===== config.mk =====
export PLATFORM = sky130hd
export DESIGN_NAME = counter_modulo_down
export DESIGN_NICKNAME = d
export VERILOG_FILES = /design/src/rtl/counter_modulo_down.sv
export SDC_FILE = /design/constraint.sdc
export NUM_CORES = 1
export LEC_CHECK = 0
export ABC_AREA = 1
export BUFFER_PORTS_ARGS = -buffer_cell sky130_fd_sc_hd__buf_4
export CAP_MARGIN = 30
export CORE_MARGIN = 5
export CORE_UTILIZATION = 57
export CTS_CLUSTER_SIZE = 12
export DETAILED_ROUTE_END_ITERATION = 10
export PLACE_DENSITY = 0.9
export SLEW_MARGIN = 20
export SYNTH_ARGS = -nofsm -noshare
export SYNTH_HDL_FRONTEND = slang
export SYNTH_SLANG_ARGS = --single-unit

===== constraint.sdc =====
create_clock -name clk -period 2.6 [get_ports clk]
set_input_delay 0 -clock clk [delete_from_list [all_inputs] [get_ports clk]]
set_output_delay 0 -clock clk [all_outputs]
set_load 0.01 [all_outputs]

===== src/rtl/counter_modulo_down.sv =====
// Loadable modulo down-counter / timer.
// An accepted start loads mod-1 and enters RUN. Each enabled cycle counts down
// to zero, then the counter either reloads (periodic) or stops (one-shot).
// IMPLEMENTATION selects how the wrap is detected:
//   0 = compare the current count against zero
//   1 = use the borrow out of cnt-1
// Both choices produce cycle-identical outputs.
// Optional macro COUNTER_MODULO_DOWN_STICKY_EN adds the clr input and the
// sticky wrap flag wrs.
module counter_modulo_down #(
  parameter int WIDTH          = 32,
  parameter int IMPLEMENTATION = 0
) (
  input  logic             clk,
  input  logic             rst_n,
  input  logic             ena,
  input  logic             start,
  input  logic             stop,
  input  logic             mode,
  input  logic [WIDTH:0]   mod,
`ifdef COUNTER_MODULO_DOWN_STICKY_EN
  input  logic             clr,
  output logic             wrs,
`endif
  output logic [WIDTH-1:0] cnt,
  output logic             wrp,
  output logic             bsy
);

  typedef enum logic {IDLE, RUN} state_t;

  state_t           state_q, state_d;
  logic [WIDTH-1:0] cnt_q, cnt_d;
  logic [WIDTH:0]   lod_q, lod_d;
  logic             mds_q, mds_d;
  logic             at_zero;
  logic [WIDTH-1:0] cnt_dec;
  logic             start_ok;

  if (IMPLEMENTATION == 0) begin : g_cmp_cur
    assign at_zero = (cnt_q == '0);
    assign cnt_dec = cnt_q - WIDTH'(1);
  end else if (IMPLEMENTATION == 1) begin : g_cmp_nxt
    logic [WIDTH:0] nxt;
    assign nxt     = {1'b0, cnt_q} - (WIDTH+1)'(1);
    assign at_zero = nxt[WIDTH];
    assign cnt_dec = nxt[WIDTH-1:0];
  end else begin : g_bad_impl
    $fatal(1, "counter_modulo_down: IMPLEMENTATION must be 0 or 1");
  end

  // A start with mod == 0 is ignored; stop overrides a simultaneous start.
  assign start_ok = start && !stop && (mod != '0);

  assign cnt = cnt_q;
  assign bsy = (state_q == RUN);
  assign wrp = (state_q == RUN) && at_zero;

  // State, count and captured configuration registers.
  always_ff @(posedge clk or negedge rst_n) begin
    if (!rst_n) begin
      state_q <= IDLE;
      cnt_q   <= '0;
      lod_q   <= '0;
      mds_q   <= 1'b0;
    end else begin
      state_q <= state_d;
      cnt_q   <= cnt_d;
      lod_q   <= lod_d;
      mds_q   <= mds_d;
    end
  end

  // Next-state logic: stop > start > count/reload/finish.
  always_comb begin
    state_d = state_q;
    cnt_d   = cnt_q;
    lod_d   = lod_q;
    mds_d   = mds_q;
    if (stop) begin
      state_d = IDLE;
    end else if (start_ok) begin
      state_d = RUN;
      cnt_d   = WIDTH'(mod - (WIDTH+1)'(1));
      lod_d   = mod;
      mds_d   = mode;
    end else if ((state_q == RUN) && ena) begin
      if (!at_zero) begin
        cnt_d = cnt_dec;
      end else if (!mds_q) begin
        cnt_d = WIDTH'(lod_q - (WIDTH+1)'(1));
      end else begin
        state_d = IDLE;
      end
    end
  end

`ifdef COUNTER_MODULO_DOWN_STICKY_EN
  logic wrs_q, wrs_d;

  assign wrs = wrs_q;

  // Sticky wrap flag: a taken wrap sets it and wins over a same-cycle clear.
  always_comb begin
    wrs_d = wrs_q;
    if (wrp && ena) begin
      wrs_d = 1'b1;
    end else if (clr) begin
      wrs_d = 1'b0;
    end
  end

  // Sticky flag register.
  always_ff @(posedge clk or negedge rst_n) begin
    if (!rst_n) begin
      wrs_q <= 1'b0;
    end else begin
      wrs_q <= wrs_d;
    end
  end
`endif

endmodule

==> reports/summary.txt <==
RR Endpoint -> cnt[23]
Core Area -> 7610 µm²
Post-synth EDFFs -> 0
TritonCTS clock tree -> yes
most used flip-flop cell after synthesis -> dfrtp_1
clock sinks -> 66
drt total wl -> 13.6 mm
unrepaired setup endpoints after global routing -> yes
Worst Setup End Kind -> flop
max_slew headroom -> 42.0%
Worst Setup Start Kind -> primary input
Req. time, crit path -> 2.85 ns
Clk Latency, worst-skew pair -> 0.36 ns
grt total ovfl -> 0
endpoints failing hold -> 0
Area growth syn-to-layout -> 32.9%
total track usage -> 28.6%
Initial DRT Pass Iterations -> 5
Post-Synthesis Cell Area -> 4380 µm²
fin nets -> 844
final clock skew -> 0.00737 ns
Hold EP -> bsy
Hold Crit Start -> ena
RR Startpoint -> cnt[13]
total CTS buffers -> 9
Max Root-Sink Buffers -> 2
Max-Cap Viols -> 0
# DRC -> 0
global-route wire length before repair -> 22.2 mm
worst min path class -> primary input to flop
Syn. warnings -> 0
DRT iter0 DRCs -> 289
Net Count, Synth -> 731
vias per cell -> 5.37
vias in the first global route -> 4593
Hold Path Stages -> 4
CP arrival -> 2.76 ns
die footprint -> 9530 µm²
outcome -> completed
Power Dens Cells -> 644 nW/µm²
Final Max Slew Viols -> 0
setup TNS -> 0 ns
htree depth -> 3
initial antenna violation count -> 0
Synth area leaders -> dfrtp_1 (38%), nand2_1 (28%), nor2_1 (7.7%)
largest net degree at the start of global routing -> 67
filler instances -> 602
floorplan row count -> 32
FF+latch count, synth -> 66
Cells after Synth -> 691
die height -> 97.6 µm
layout cells sized above 1 -> 23.2%
number of routed nets with antenna violations -> 0
Initial Util -> 57.5%
Clk pin slew, worst setup/hold paths -> 0.08 ns
Async S/R FF share, synth -> 100%
DP Wirelength -> 9.48 mm
Yosys cell types -> 34
worst slew pin tran -> 0.870 ns
Max VDD drop -> 0.000376 V
area leader, netlist -> dfrtp_1
clk root buf -> clkbuf_8
Synth top area share -> 37.7%
min cycle time layout -> 2.51 ns
Final Setup Violations -> 0
width of the die -> 97.6 µm
Leak -> 3.06 nW
Post-synth top cells -> nand2_1 (323), nor2_1 (90), dfrtp_1 (66), inv_1 (60), nand3_1 (26)
count leader, synth -> nand2_1
R2R cell count -> 19
Via Count -> 4895
syn avg cell area -> 6.33 µm²
WL/cell -> 14.9 µm
Final Cycle Share -> 96.7%
Crit Path Class -> primary input to flop
Layout Utilization -> 76.5%
Antenna Cells -> 0
Crit Path Max Fanout -> 21
Seq/Total Area, Yosys -> 37.7%
dpl cells -> 855
IO Port Bufs -> 72
fin cells -> 911
FF-to-FF setup slack -> 0.14 ns
Max Fclk -> 398 MHz
routability congestion estimate -> 0.954
io pins -> 73
[where the power goes]
part           internal, W  switching [W]
combinational     0.000584       0.000888
sequential         0.00121       0.000165
clock             0.000468       0.000430
total              0.00227        0.00148
[repair_timing]
action / 4_1_cts / 5_1_grt
endpoints found under the setup margin: 0 / 24
buffers inserted: 0 / 5
hold buffers: 35 / 0
gates resized for setup: 0 / 59
hold endpoints to repair: 100 / 0
[per-layer routing]
metal | wire [µm] | global-route usage, % | part of all wire, % | vias up
li1 | - | - | - | 2332
met5 | 0 | 0 | 0 | -
met4 | 415 | 12.1 | 3.0 | 0
met3 | 1010 | 5.74 | 7.4 | 37
met2 | 6560 | 46.5 | 48 | 231
met1 | 5640 | 37.0 | 41 | 2295
[registers in the layout, summed over array words and instances (netlist names)]
name,cells
lod_q,32
bsy,1
cnt,32
mds_q,1
[worst max path at each step]
stage	cells past startpoint	to	startpoint	slack, ns
global placement	19	cnt[23]	cnt[13]	0.11
CTS	19	cnt[23]	cnt[15]	0.004
detailed placement	19	cnt[23]	cnt[13]	0.009
global route	18	cnt[28]	mod[1]	-0.05
finish	18	cnt[25]	mod[1]	0.09
floorplan	19	cnt[23]	cnt[19]	0.55
[placed cells by master (no fill, tap or decap), types with 3 or more instances in the layout]
cell	synthesis	final
a22oi_1	3	3
nor2_2	15	25
o21bai_1	4	4
nand3_1	26	23
a21oi_1	6	6
inv_2	2	4
dfrtp_1	66	66
nand3_2	7	9
inv_1	60	58
buf_4	2	82
nand2_1	323	310
nor2_4	5	14
clkinvlp_4	0	4
nand4_1	6	6
nand2_2	13	23
o21ai_1	9	9
dlygate4sd3_1	0	35
o21ai_0	11	11
xor2_1	3	3
a31oi_1	5	5
buf_8	0	3
clkbuf_8	0	10
nor2_1	90	71
nand2_4	2	5
[critical path: stages]
cell and delay [ns]:
dlygate4sd3_1 0.56, buf_4 0.15, or2_0 0.22, nor2_1 0.13
nand2_1 0.11, nor2_4 0.16, a21oi_2 0.09, buf_8 0.18
nand2_2 0.11, nand2_1 0.13, nor2_2 0.18, nand2_4 0.12
nor2_4 0.19, nand2_2 0.13, nor2_1 0.12, nand2_1 0.05
nand3_1 0.08, nand2_1 0.06
[cell type report]
type,instances,area [µm²],area share (%)
repair buffers,122,1040,17.9
flip-flops and latches,66,1650,28.4
inverters,65,248,4.26
clock inverters,6,66.3,1.14
multi-input cells,540,2540,43.7
well taps,102,128,2.19
clock buffers,10,138,2.37
[kinds of logic after synthesis]
| logic type | synth area share [%] |
|---|---|
| AO/OA/AOI/OAI | 5.37 |
| XOR/XNOR | 0.801 |
| AND/OR/NAND/NOR | 47.7 |
| adder cells (fa/ha/maj) | 0.286 |
| flip-flops | 37.7 |
| buffers and inverters | 8.06 |
[per-stage QoR]
stage               cell area [µm²]  hold slack, ns  worst slack [ns]  total power (W)
finish                         5820          0.0244            0.0851          0.00375
global route                   5820          0.0521           -0.0468          0.00399
CTS                            5580          0.0288           0.00405          0.00363
detailed placement             5030           0.166           0.00878          0.00269
global placement               5030           0.157             0.107          0.00265
floorplan                      4380          -0.296             0.546          0.00219
(Power assumes the default switching activity.)
